<file path="src/rtl/monitor_event_drain.sv">
// Samples a monitored bus and queues an event on enable or value change; FWFT event FIFO drains over valid/ready.
// Latency: sample at edge N is visible as evt_valid after edge N when the queue was empty.
// Backpressure: evt_ready=0 holds the head; pushes to a full queue are dropped and counted (MONITOR_TIMESTAMP_EN adds timestamps).
module monitor_event_drain #(
  parameter int DATA_W     = 8,
  parameter int DEPTH      = 8,
  parameter int TS_W       = 16,
  parameter int STROBE_THR = 100
) (
  input  logic                      clk_monitor,
  input  logic                      rst_monitor,
  input  logic [DATA_W-1:0]         data_in_monitor,
  input  logic                      enable_monitor,
  output logic                      evt_valid,
  input  logic                      evt_ready,
  output logic [DATA_W-1:0]         evt_data,
  output logic                      evt_strobe,
  output logic [TS_W-1:0]           evt_ts,
  output logic [$clog2(DEPTH):0]    fifo_level,
  output logic [7:0]                overflow_count
);

  localparam int AW = $clog2(DEPTH);
  localparam logic [AW:0]       FULL_LVL = (AW+1)'(DEPTH);
  localparam logic [DATA_W-1:0] THR      = DATA_W'(STROBE_THR);

  typedef struct packed {
    logic [DATA_W-1:0] data;
    logic              strobe;
`ifdef MONITOR_TIMESTAMP_EN
    logic [TS_W-1:0]   ts;
`endif
  } evt_t;

  logic [DATA_W-1:0] last_q;
  logic              armed;
  logic [AW:0]       wr_ptr;
  logic [AW:0]       rd_ptr;
  evt_t              mem [DEPTH];
  evt_t              new_evt;
  evt_t              head;

  logic capture;
  logic full;
  logic pop;
  logic do_write;
  logic drop;

  assign fifo_level = wr_ptr - rd_ptr;
  assign full       = (fifo_level == FULL_LVL);
  assign evt_valid  = (fifo_level != '0);
  assign pop        = evt_valid && evt_ready;

  // First enabled cycle after idle always reports, afterwards only on change.
  assign capture  = enable_monitor && (!armed || (data_in_monitor != last_q));
  // A pop in the same cycle frees the slot the full-queue push lands in.
  assign do_write = capture && (!full || pop);
  assign drop     = capture && full && !pop;

`ifdef MONITOR_TIMESTAMP_EN
  logic [TS_W-1:0] ts_q;

  always_ff @(posedge clk_monitor or posedge rst_monitor) begin
    if (rst_monitor) begin
      ts_q <= '0;
    end else begin
      ts_q <= ts_q + TS_W'(1);
    end
  end
`endif

  always_comb begin
    new_evt        = '0;
    new_evt.data   = data_in_monitor;
    new_evt.strobe = (data_in_monitor > THR);
`ifdef MONITOR_TIMESTAMP_EN
    new_evt.ts     = ts_q;
`endif
  end

  always_ff @(posedge clk_monitor or posedge rst_monitor) begin
    if (rst_monitor) begin
      armed          <= 1'b0;
      last_q         <= '0;
      wr_ptr         <= '0;
      rd_ptr         <= '0;
      overflow_count <= '0;
    end else begin
      if (!enable_monitor) begin
        armed <= 1'b0;
      end else begin
        armed <= 1'b1;
        if (capture) begin
          last_q <= data_in_monitor;
        end
      end
      if (do_write) begin
        wr_ptr <= wr_ptr + (AW+1)'(1);
      end
      if (pop) begin
        rd_ptr <= rd_ptr + (AW+1)'(1);
      end
      if (drop && (overflow_count != 8'hFF)) begin
        overflow_count <= overflow_count + 8'd1;
      end
    end
  end

  // Storage needs no reset: an entry is only visible once written.
  always_ff @(posedge clk_monitor) begin
    if (do_write) begin
      mem[wr_ptr[AW-1:0]] <= new_evt;
    end
  end

  assign head       = mem[rd_ptr[AW-1:0]];
  assign evt_data   = evt_valid ? head.data   : '0;
  assign evt_strobe = evt_valid ? head.strobe : 1'b0;
`ifdef MONITOR_TIMESTAMP_EN
  assign evt_ts     = evt_valid ? head.ts     : '0;
`else
  assign evt_ts     = '0;
`endif

endmodule
</file>
<file path="config.mk">
export PLATFORM = sky130hd
export DESIGN_NAME = monitor_event_drain
export DESIGN_NICKNAME = d
export VERILOG_FILES = /design/src/rtl/monitor_event_drain.sv
export SDC_FILE = /design/constraint.sdc
export NUM_CORES = 1
export LEC_CHECK = 0
export ABC_AREA = 1
export CAP_MARGIN = 20
export CORE_MARGIN = 1
export CORE_UTILIZATION = 51
export CTS_CLUSTER_SIZE = 30
export DETAILED_ROUTE_END_ITERATION = 12
export PLACE_DENSITY = 0.84
export SETUP_SLACK_MARGIN = 0.15
export SYNTH_ARGS = -nofsm -noshare
export SYNTH_HDL_FRONTEND = slang
export SYNTH_SLANG_ARGS = --single-unit
</file>
<file path="constraint.sdc">
create_clock -name clk_monitor -period 2.4 [get_ports clk_monitor]
set_input_delay 0.36 -clock clk_monitor [delete_from_list [all_inputs] [get_ports clk_monitor]]
set_output_delay 0.36 -clock clk_monitor [all_outputs]
set_load 0.01 [all_outputs]
</file>
==> summary.txt, run 1 <==
Power and ir drop
  – Comb pwr share: a little under three fifths
  – Total power: approximately 0.0074 W
  – Worst vdd ir: about 0.00055 V
  – Internal power: 0.00438 W
  – Leakage: roughly 2.5 nW
  – Psw: ~0.0030 W
  – Sw frac: 40.9%
  – P per Cell Area: 1220 nW/um^2
  – Seq pwr share: a little under a third
  – Clock network fraction of total power: between 10% and 20%

Floorplanning
  – Chip width: between 90 and 100 um
  – Initial Util: 53.6%
  – Die H: 98.5 um
  – I/O Pins: 50
  – DIE AREA: slightly below 10000 sq um
  – Row cnt: 34
  – Core area: between 8000 and 9000 sq um

Timing
  – Fin. Hold Viols: 0
  – Final worst-path cycle share: 102%
  – Setup ws final: -0.0519 ns
  – Layout Skew: between 0.01 and 0.015 ns
  – Min Tclk post-route: 2.45 ns
  – Final Setup Violations: between 60 and 70
  – RSZ-0062 raised after global routing: true
  – FMAX: between 400 and 500 MHz
  – Fin. max-slew vios: 0

Global route
  – Largest net degree at the start of global routing: 31
  – GRT Resource Usage Total: between 20% and 30%
  – Total grt overflow: 0
  – Initial antenna violation count: 0
  – First-pass GRT wire length: 18000 um
  – Number of global-route vias before repair: about 3500

Clock network
  – Clk_lat worst skew: ~0.38 ns
  – Clock buffer depth: 2
  – CTS tree: yes
  – CTS root buffer: clkbuf_8
  – Worst-path clk slew: approximately 0.1 ns
  – CTS buffer count: 9
  – H-tree depth: 3
  – Clock sinks: between 90 and 100

Place
  – Placed Area: 5550 sq um
  – Gp weighted congestion: between 0.8 and 0.9
  – Port Buffers: 33
  – Pre-CTS WS: -0.186 ns
  – HPWL after DPL: between 7000 and 8000 um

Yosys
  – Number of synthesized flops with an enable pin: 72
  – Sequential fraction of the synthesis area: 58.7%
  – Synth cell types: 38
  – Synth top area cells: edfxtp_1 (46%), dfrtp_1 (13%), nand2_1 (7.7%)
  – Async SR Flop Fraction: 25.8%
  – Syn_area_per_cell: about 11 sq um
  – Top cell type's share of synthesized area: 45.5%
  – Mapped Cells: around 450
  – Warnings, synthesis: 0
  – Leading area contributor after synthesis: edfxtp_1
  – Yosys reg bits: 97
  – Cell area after synthesis: 4750 sq um
  – Most frequently used flop master after synthesis: edfxtp_1

Job
  – Number of max-cap violations: 0

Route
  – Drt via density: between 5 and 6
  – DRC viols: 0
  – DRT antenna net count: 0
  – WL final: 11600 um
  – DR WL/cell: 17.9 um
  – Starting DRT DRC Count: roughly 200
  – Vias post-DR: ~3500
  – TritonRoute pass-1 iters: 7

Critical path
  – Worst Setup Path Type: reg -> out
  – R2R setup slack: -0.04 ns
  – Crit-path cells: inv_2 -> ha_4 -> inv_4 -> fa_2 -> nor2_4 -> nand3_4 -> clkinv_4 -> nor2_1 -> buf_2
  – CP Max Fanout: 5
  – Worst Path Required: between 2 and 2.5 ns
  – Slowest cell delay on critical path: about 0.56 ns
  – Crit path max-delay cell type: fa_2
  – Crit. End Element: output port
  – Worst EP arrival: ~2.1 ns
  – CP Launch Type: flip-flop

Cells and area
  – ANT cells: 0
  – Area growth from synthesis to layout: 27.6%
  – Layout cells sized above 1: between 30% and 40%
  – Final instance area: 6060 sq um
  – Net count, final: between 500 and 600

Min path
  – Hold crit path type: in -> async

Run status
  – Status: finished with violations
  – Violated checks: negative setup slack
## worst max-delay path: cells and delay by family, from the launching register on
kind                       cells  cell delay (ns)
buffers and inverters          4             0.36
adders and majority gates      2             0.70
and+or+nand+nor                3             0.25
DFF                            1             0.40
## what timing repair did
item | in CTS | in global routing
setup endpoints to repair | 93 | 96
gates resized for setup | 84 | 28
pin swaps | 22 | 11
cloned | 2 | 1
hold buffers | 0 | 0
buffers inserted | 9 | 5
## cell families (layout without fill, tap and decap cells)
group	count (synthesis)	in the layout	share of synthesized area [%]
AND/OR/NAND/NOR	166	166	16.8
flip-flops	97	97	58.7
buffers and inverters	80	158	8.41
AO/OA/AOI/OAI	68	68	7.38
multiplexers	18	18	4.27
XOR/XNOR	12	12	2.37
adder cells (fa/ha/maj)	7	7	2.00
other	1	16	0.0790
## registers in the layout, indices dropped and copies added, names as in the netlist
name            flops
armed               1
last_q              8
mem                72
overflow_count      8
rd_ptr              4
wr_ptr              4
## cell usage after synthesis (6+ instances only)
cell / n
inv_1: 45
nand4_1: 9
edfxtp_1: 72
nor2_1: 27
a21oi_1: 22
o21ai_1: 12
nand3_1: 12
o21ai_0: 31
buf_4: 20
nand2_1: 97
dfrtp_1: 25
mux2_2: 18
xor2_1: 7
ha_1: 6
## layout by cell type (no fill, tap or decap), types with 3 or more instances in the layout
cell type	n
nand2_4	4
dfrtp_1	24
mux2_2	18
a21oi_1	21
o21ai_0	29
nor2_2	5
nand2_2	12
nand3_1	10
inv_1	41
ha_1	3
inv_6	3
buf_12	9
buf_6	14
nand2_1	86
buf_4	35
o21ai_1	14
clkdlybuf4s50_1	20
xor2_1	7
conb_1	16
nor2_1	15
ha_4	3
nand3_2	3
clkbuf_8	9
xnor2_1	4
edfxtp_1	72
inv_2	7
nor2_4	13
nand4_1	9
buf_2	10
## routing by layer
metal  wire length (um)  share of wire (%)  track usage, %  vias to the layer above
met2               6080                 52            43.7                      137
li1                   -                  -               -                     1650
met3                769                6.6            3.97                       21
met1               4470                 39            30.8                     1728
met5                  0                  0               0                        -
met4                281                2.4            10.9                        0
## final timing paths
path | cells past startpoint | to | startpoint
setup / recovery | 9 | evt_data[0] | wr_ptr[0]$_DFFE_PP0P_
hold / removal | 3 | rd_ptr[1]$_DFFE_PP0P_ | rst_monitor
setup reg to reg | 13 | mem[3][6]$_DFFE_PP_ | wr_ptr[0]$_DFFE_PP0P_
hold reg to reg | 2 | last_q[0]$_DFFE_PP0P_ | last_q[0]$_DFFE_PP0P_
max in group asynchronous | 3 | rd_ptr[0]$_DFFE_PP0P_ | rst_monitor
min in group clk_monitor | 2 | last_q[0]$_DFFE_PP0P_ | last_q[0]$_DFFE_PP0P_
## power groups by stage
stage	Combinational (W)	Clock [W]	Sequential (W)
6_report	0.00414	0.00102	0.00225
3_3_place_gp	0.00337	0	0.00224
5_1_grt	0.00445	0.00110	0.00227
4_1_cts	0.00371	0.00103	0.00224
3_5_place_dp	0.00353	0	0.00226
2_1_floorplan	0.00198	0	0.00226
## stage by stage
stage                     util [%]  hold WS, ns  instances  setup TNS, ns
after floorplan                  -        0.387        464              0
after global placement        62.8        0.474        617         -0.900
after detailed placement      62.8        0.489        617          -1.48
after CTS                     66.8        0.343        644         -0.165
after global routing          68.5        0.356        650          -6.16
final                         68.5        0.332        650          -1.65
## final cells by class
type,count,area (sq um)
Clock inverter,7,60.1
Timing Repair inverter,1,8.76
Timing Repair Buffer,91,928
Fill cell,649,2790
Inverter,50,195
Multi-Input combinational cell,287,1820
Tap cell,108,135
Sequential cell,97,2790
Clock buffer,9,124
Note: power is estimated with default switching activity, not from simulation.
==> run 2, diff against run 1 <==
--- a/config.mk
+++ b/config.mk
@@ -11,7 +11,7 @@
 export CORE_UTILIZATION = 51
 export CTS_CLUSTER_SIZE = 30
 export DETAILED_ROUTE_END_ITERATION = 12
-export PLACE_DENSITY = 0.84
+export PLACE_DENSITY = 0.76
 export SETUP_SLACK_MARGIN = 0.15
 export SYNTH_ARGS = -nofsm -noshare
 export SYNTH_HDL_FRONTEND = slang
==> summary.txt, run 2 (synthesis results as in run 1) <==
Run status
  – Status: finished with violations (unchanged)
  – Violated checks: negative setup slack (unchanged)

Cells and area
  – Area growth from synthesis to layout: 27.9% (was 27.6%)
  – Final instance area: 6070 sq um (was 6060 sq um)
  – Layout Cells excl Fill: 648 (was 650)
  – Commonest non-fill, non-tap cell in the layout: nand2_1 (unchanged)
  – Most frequent cells in the layout: nand2_1 (90), edfxtp_1 (72), inv_1 (40), buf_4 (35), o21ai_0 (31) (was nand2_1 (86), edfxtp_1 (72), inv_1 (41), buf_4 (35), o21ai_0 (29))
  – Number of flip-flops in the largest register: 72 (unchanged)
  – Fillers: 627 (was 649)
  – Layout cells sized above 1: 29.3% (was 30.6%)
  – ANT cells: 0 (unchanged)
  – Net count, final: 554 (was 556)

Global route
  – Number of global-route vias before repair: 3433 (was 3508)
  – Total grt overflow: 0 (unchanged)
  – Largest net degree at the start of global routing: 28 (was 31)
  – GRT Resource Usage Total: 24.4% (was 25.0%)
  – First-pass GRT wire length: 17700 um (was 18000 um)
  – Initial antenna violation count: 0 (unchanged)

Timing
  – Fin. max-slew vios: 0 (unchanged)
  – Final hold slack: 0.337 ns (was 0.332 ns)
  – FMAX: 406 MHz (was 408 MHz)
  – RSZ-0062 raised after global routing: true (unchanged)
  – Fin. Hold Viols: 0 (unchanged)
  – Layout Skew: 0.0140 ns (was 0.0143 ns)
  – Final Setup Violations: 55 (was 64)
  – Final worst-path cycle share: 103% (was 102%)
  – Min Tclk post-route: 2.46 ns (was 2.45 ns)
  – Setup ws final: -0.0606 ns (was -0.0519 ns)

Critical path
  – Logic depth of the worst path, buffers included: 13 (was 9)
  – Worst Setup SP: wr_ptr[0]$_DFFE_PP0P_ (unchanged)
  – CP Max Fanout: 8 (was 5)
  – Reg2reg path depth: 13 (unchanged)
  – CP most frequent cell: nor2_4
  – Worst EP arrival: 2.55 ns (was 2.09 ns)
  – Crit. End Element: flip-flop (was output port)
  – Bufs and invs on worst path: 5 (was 4)
  – CP Launch Type: flip-flop (unchanged)
  – Worst Setup Path Type: reg -> reg (was reg -> out)
  – CP top delay family: simple AND/OR/NAND/NOR gates (was adder cells)
  – Slowest cell delay on critical path: 0.40 ns (was 0.56 ns)
  – R2r startpoint: wr_ptr[0]$_DFFE_PP0P_ (unchanged)
  – Crit-path cells: inv_2 -> ha_4 -> inv_4 -> fa_2 -> xnor2_2 -> buf_4 -> nand3b_1 -> nor2_4 -> nor2_4 -> nand2_4 -> buf_6 -> nor2_4 -> buf_12 (was inv_2 -> ha_4 -> inv_4 -> fa_2 -> nor2_4 -> nand3_4 -> clkinv_4 -> nor2_1 -> buf_2)
  – Worst Setup EP: mem[3][5]$_DFFE_PP_ (was evt_data[0])
  – Worst Path Required: 2.49 ns (was 2.04 ns)
  – RR Endpoint: mem[3][5]$_DFFE_PP_ (was mem[3][6]$_DFFE_PP_)
  – Crit path max-delay cell type: dfrtp_1 (was fa_2)
  – R2R setup slack: -0.06 ns (was -0.04 ns)

Floorplanning
  – Chip width: 98.5 um (unchanged)
  – Initial Util: 53.6% (unchanged)
  – Die H: 98.5 um (unchanged)
  – I/O Pins: 50 (unchanged)
  – Core area: 8850 sq um (unchanged)
  – DIE AREA: 9700 sq um (unchanged)
  – Row cnt: 34 (unchanged)

Clock network
  – H-tree depth: 3 (unchanged)
  – CTS Hold Buffers Added: 0 (unchanged)
  – CTS buffer count: 9 (unchanged)
  – CTS tree: yes (unchanged)
  – Clock sinks: 97 (unchanged)
  – CTS root buffer: clkbuf_8 (unchanged)
  – Worst-path clk slew: 0.11 ns (was 0.10 ns)
  – Clock buffer depth: 2 (unchanged)
  – Clk_lat worst skew: 0.38 ns (about the same)

Place
  – Dpl cells: 613 (was 617)
  – Gp weighted congestion: 0.805 (was 0.846)
  – Port Buffers: 33 (unchanged)
  – Placed Area: 5520 sq um (was 5550 sq um)
  – Pre-CTS WS: -0.199 ns (was -0.186 ns)
  – HPWL after DPL: 6510 um (was 7270 um)

Job
  – Number of max-cap violations: 0 (unchanged)

Power and ir drop
  – Leakage: 2.56 nW (was 2.54 nW)
  – Total power: 0.00748 W (was 0.00741 W)
  – Worst vdd ir: 0.000607 V (was 0.000548 V)
  – P per Cell Area: 1230 nW/um^2 (was 1220 nW/um^2)

Route
  – DRC viols: 0 (unchanged)
  – WL final: 11100 um (was 11600 um)
  – Vias post-DR: 3502 (was 3536)
  – TritonRoute pass-1 iters: 7 (unchanged)
  – DRT antenna net count: 0 (unchanged)
  – Starting DRT DRC Count: 208 (was 203)
  – Drt via density: 5.40 (was 5.44)
  – DR WL/cell: 17.2 um (was 17.9 um)

Min path
  – Hold crit path type: in -> async (unchanged)
## run 2: changes by cell type in the layout (fill, tap and decap cells not counted), sizes merged
cell         previous run  this run
bufbuf                  0         1
clkbuf                 11        10
inv                    54        52
dlygate4sd2             0         1
clkinvlp                1         0
clkinv                  3         6
buf                    69        66
## run 2: power breakdown
part / switching (W) / internal [W]
Sequential: 0.000138 / 0.00210
Combinational: 0.00222 / 0.00193
Clock: 0.000667 / 0.000420
## run 2: timing repair
| item | CTS | global route |
|---|---|---|
| resized for setup | 71 | 30 |
| endpoints found under the setup margin | 91 | 97 |
| pin swaps | 14 | 13 |
| setup buffers | 12 | 3 |
| cloned | 4 | 0 |
| endpoints found under the hold margin | 0 | 0 |
## run 2: how the worst min path moves through the flow
stage / from / end / slack [ns] / cells past startpoint
final: rst_monitor / overflow_count[2]$_DFFE_PP0P_ / 0.34 / 3
after global routing: rst_monitor / overflow_count[5]$_DFFE_PP0P_ / 0.40 / 3
after CTS: rst_monitor / overflow_count[3]$_DFFE_PP0P_ / 0.36 / 3
after detailed placement: last_q[0]$_DFFE_PP0P_ / last_q[0]$_DFFE_PP0P_ / 0.49 / 2
after global placement: last_q[0]$_DFFE_PP0P_ / last_q[0]$_DFFE_PP0P_ / 0.47 / 2
after floorplan: rst_monitor / armed$_DFF_PP0_ / 0.39 / 1
## run 2: per-stage QoR
| step | TNS, ns | utilization [%] |
|---|---|---|
| 2_1_floorplan | 0 | - |
| 3_3_place_gp | -0.946 | 62.4 |
| 3_5_place_dp | -1.57 | 62.4 |
| 4_1_cts | -0.0918 | 67.3 |
| 5_1_grt | -7.58 | 68.6 |
| 6_report | -1.35 | 68.6 |
## run 2: tightest hold or removal path, stage by stage
cell and delay (ns):
clkdlybuf4s50_1 0.40, inv_1 0.05, buf_4 0.32
## run 2: layout make-up
type,count,area [sq um],share of cell area (%)
repair inverters,1,8.76,0.144
multi-input cells,287,1800,29.6
clock inverters,7,86.3,1.42
well taps,108,135,2.22
inverters,50,195,3.21
clock buffers,9,124,2.04
flip-flops and latches,97,2790,45.9
repair buffers,89,937,15.4
## run 2: routing by layer
layer	wire (um)	vias to the layer above	GRT usage (%)
met1	4470	1683	30.9
met3	729	28	4.26
li1	-	1652	-
met5	0	-	0
met4	319	0	10.3
met2	5630	139	41.7
==> run 3, diff against run 2 <==
--- a/config.mk
+++ b/config.mk
@@ -9,9 +9,10 @@
 export CAP_MARGIN = 20
 export CORE_MARGIN = 1
 export CORE_UTILIZATION = 51
+export CTS_CLUSTER_DIAMETER = 200
 export CTS_CLUSTER_SIZE = 30
 export DETAILED_ROUTE_END_ITERATION = 12
-export PLACE_DENSITY = 0.76
+export PLACE_DENSITY = 0.77
 export SETUP_SLACK_MARGIN = 0.15
 export SYNTH_ARGS = -nofsm -noshare
 export SYNTH_HDL_FRONTEND = slang
==> summary.txt, run 3 (synthesis results as in run 1) <==
Timing
  – Slew margin rel.: 66.8%
  – Min Tclk post-route: 2.50 ns (was 2.46 ns)
  – Fin. Hold Viols: 0 (unchanged)
  – FMAX: 400 MHz (was 406 MHz)
  – Layout Skew: 0.0127 ns (was 0.0140 ns)
  – Fin. max-slew vios: 0 (unchanged)
  – Least-Margin Pin Slew: a little under 0.5 ns
  – Final setup TNS: -3.60 ns (was -1.35 ns)
  – RSZ-0062 raised after global routing: true (unchanged)
  – Final worst-path cycle share: 104% (was 103%)
  – Final Setup Violations: 65 (was 55)
  – Setup ws final: -0.0989 ns (was -0.0606 ns)

Route
  – Starting DRT DRC Count: 166 (was 208)
  – DRC viols: 0 (unchanged)
  – TritonRoute pass-1 iters: 7 (unchanged)
  – Drt via density: 5.27 (was 5.40)
  – DR WL/cell: 15.6 um (was 17.2 um)
  – WL final: 10100 um (was 11100 um)
  – Vias post-DR: 3397 (was 3502)
  – DRT antenna net count: 0 (unchanged)

Global route
  – GR Layer Usage met1: 27.6% (was 30.9%)
  – Met2 Resource Use GR: 40.1% (was 41.7%)
  – GRT Resource Usage Total: 22.5% (was 24.4%)
  – Initial antenna violation count: 0 (unchanged)
  – Number of global-route vias before repair: 3318 (was 3433)
  – Largest net degree at the start of global routing: 53 (was 28)
  – Busiest layer in global routing: met2 (unchanged)
  – Total grt overflow: 0 (unchanged)
  – GR Util met3: 3.26% (was 4.26%)
  – First-pass GRT wire length: 16400 um (was 17700 um)

Critical path
  – Crit-path cells: ha_4 -> inv_2 -> fa_2 -> nor2_2 -> nand3_2 -> clkinv_4 -> buf_8 -> nor2_1 -> buf_2 (was inv_2 -> ha_4 -> inv_4 -> fa_2 -> xnor2_2 -> buf_4 -> nand3b_1 -> nor2_4 -> nor2_4 -> nand2_4 -> buf_6 -> nor2_4 -> buf_12)
  – Bufs and invs on worst path: 4 (was 5)
  – Crit. End Element: output port (was flip-flop)
  – CP Max Fanout: 8 (unchanged)
  – Slowest cell delay on critical path: 0.45 ns (was 0.40 ns)
  – Worst Setup Path Type: reg -> out (was reg -> reg)
  – Worst Path Required: 2.04 ns (was 2.49 ns)
  – Crit path max-delay cell type: fa_2 (was dfrtp_1)
  – Worst EP arrival: 2.14 ns (was 2.55 ns)
  – CP top delay family: adder cells (was simple AND/OR/NAND/NOR gates)
  – CP Launch Type: flip-flop (unchanged)

Power and ir drop
  – Sw frac: 39.9% (was 40.5%)
  – Psw: 0.00276 W (was 0.00303 W)
  – Comb pwr share: 52.1% (was 55.6%)
  – Seq pwr share: 32.3% (was 29.9%)
  – Worst vdd ir: 0.000573 V (was 0.000607 V)
  – Internal power: 0.00415 W (was 0.00445 W)
  – Leakage: 2.49 nW (was 2.56 nW)
  – Clock network fraction of total power: 15.6% (was 14.5%)
  – P per Cell Area: 1170 nW/um^2 (was 1230 nW/um^2)

Floorplanning
  – DIE AREA: 9700 sq um (unchanged)
  – Row cnt: 34 (unchanged)
  – Chip width: 98.5 um (unchanged)
  – Initial Util: 53.6% (unchanged)
  – Die H: 98.5 um (unchanged)
  – Core area: 8850 sq um (unchanged)
  – I/O Pins: 50 (unchanged)

Cells and area
  – Net count, final: 551 (was 554)
  – ANT cells: 0 (unchanged)
  – Commonest non-fill, non-tap cell in the layout: nand2_1 (unchanged)
  – Final instance area: 5900 sq um (was 6070 sq um)
  – Most frequent cells in the layout: nand2_1 (97), edfxtp_1 (72), inv_1 (41), buf_4 (38), o21ai_0 (31) (was nand2_1 (90), edfxtp_1 (72), inv_1 (40), buf_4 (35), o21ai_0 (31))
  – Area growth from synthesis to layout: 24.4% (was 27.9%)
  – Layout Cells excl Fill: 645 (was 648)
  – Final Util: 66.7% (was 68.6%)
  – Layout cells sized above 1: 27.6% (was 29.3%)
  – Number of flip-flops in the largest register: 72 (unchanged)

Clock network
  – Clk_lat worst skew: 0.37 ns (was 0.38 ns)
  – Worst-path clk slew: 0.11 ns (about the same)
  – CTS tree: yes (unchanged)
  – H-tree depth: 3 (unchanged)
  – CTS root buffer: clkbuf_8 (unchanged)
  – CTS Hold Buffers Added: 0 (unchanged)
  – Clock sinks: 97 (unchanged)
  – Clock buffer depth: 2 (unchanged)
  – CTS buffer count: 9 (unchanged)

Min path
  – Hold crit path type: in -> async (unchanged)

Place
  – Dpl cells: 618 (was 613)
  – Pre-CTS WS: -0.189 ns (was -0.199 ns)
  – Gp weighted congestion: 0.823 (was 0.805)
  – Placed Area: 5550 sq um (was 5520 sq um)
  – HPWL after DPL: 6660 um (was 6510 um)
  – Port Buffers: 33 (unchanged)

Job
  – Number of max-cap violations: 0 (unchanged)

Run status
  – Status: finished with violations (unchanged)
  – Violated checks: negative setup slack (unchanged)
[run 3: cell types whose count changed in the layout (fill, tap and decap cells not counted), moves of 3 or more]
cell / change
nand2_2: -6
nor2_2: +3
buf_4: +3
buf_6: -7
nand2_1: +7
[run 3: final timing paths]
path,from,end,slack [ns],depth (start not counted)
worst min-delay path,rst_monitor,last_q[7]$_DFFE_PP0P_,0.33,3
min in group clk_monitor,last_q[0]$_DFFE_PP0P_,last_q[0]$_DFFE_PP0P_,0.51,2
worst max-delay path,rd_ptr[0]$_DFFE_PP0P_,evt_data[3],-0.1,9
worst min register to register,last_q[0]$_DFFE_PP0P_,last_q[0]$_DFFE_PP0P_,0.51,2
worst max register to register,wr_ptr[0]$_DFFE_PP0P_,mem[6][7]$_DFFE_PP_,-0.1,13
max in group asynchronous,rst_monitor,wr_ptr[1]$_DFFE_PP0P_,1.77,3
[run 3: final cells by class]
| type | instances | area, sq um |
|---|---|---|
| Fill cell | 677 | 2950 |
| Sequential cell | 97 | 2790 |
| Multi-Input combinational cell | 287 | 1750 |
| Timing Repair Buffer | 87 | 837 |
| Inverter | 50 | 193 |
| Tap cell | 108 | 135 |
| Clock buffer | 9 | 124 |
| Clock inverter | 7 | 76.3 |
[run 3: timing repair]
| item | CTS | global route |
|---|---|---|
| pin swaps | 26 | 2 |
| gates resized for setup | 71 | 10 |
| setup buffers | 7 | 3 |
| setup endpoints to repair | 76 | 97 |
| gates cloned | 1 | 0 |
[run 3: per-stage QoR]
stage	hold WS [ns]	total power (W)
floorplan	0.387	0.00425
global placement	0.473	0.00554
detailed placement	0.487	0.00564
CTS	0.338	0.00678
global route	0.415	0.00733
finish	0.335	0.00690
[run 3: layer usage]
| metal | wire [um] | share of wire [%] |
|---|---|---|
| met1 | 4190 | 42 |
| met3 | 469 | 4.6 |
| met2 | 5210 | 52 |
| met4 | 222 | 2.2 |
| met5 | 0 | 0 |
[run 3: worst reg2reg max path: stages, from the launching register on]
cell and delay (ns):
dfrtp_1 0.40, inv_2 0.08, ha_4 0.13, inv_2 0.04
fa_2 0.54, nor2_2 0.06, buf_4 0.12, nand3b_1 0.13
nor2_4 0.06, nor2_4 0.14, buf_6 0.14, nand2_8 0.08
nor2_4 0.16, buf_12 0.14
[run 3: power groups by stage]
stage	registers [W]	clock network, W	logic (W)
after floorplan	0.00226	0	0.00198
after global placement	0.00224	0	0.00330
after detailed placement	0.00226	0	0.00338
after CTS	0.00223	0.00109	0.00346
after global routing	0.00226	0.00116	0.00391
final	0.00223	0.00108	0.00360
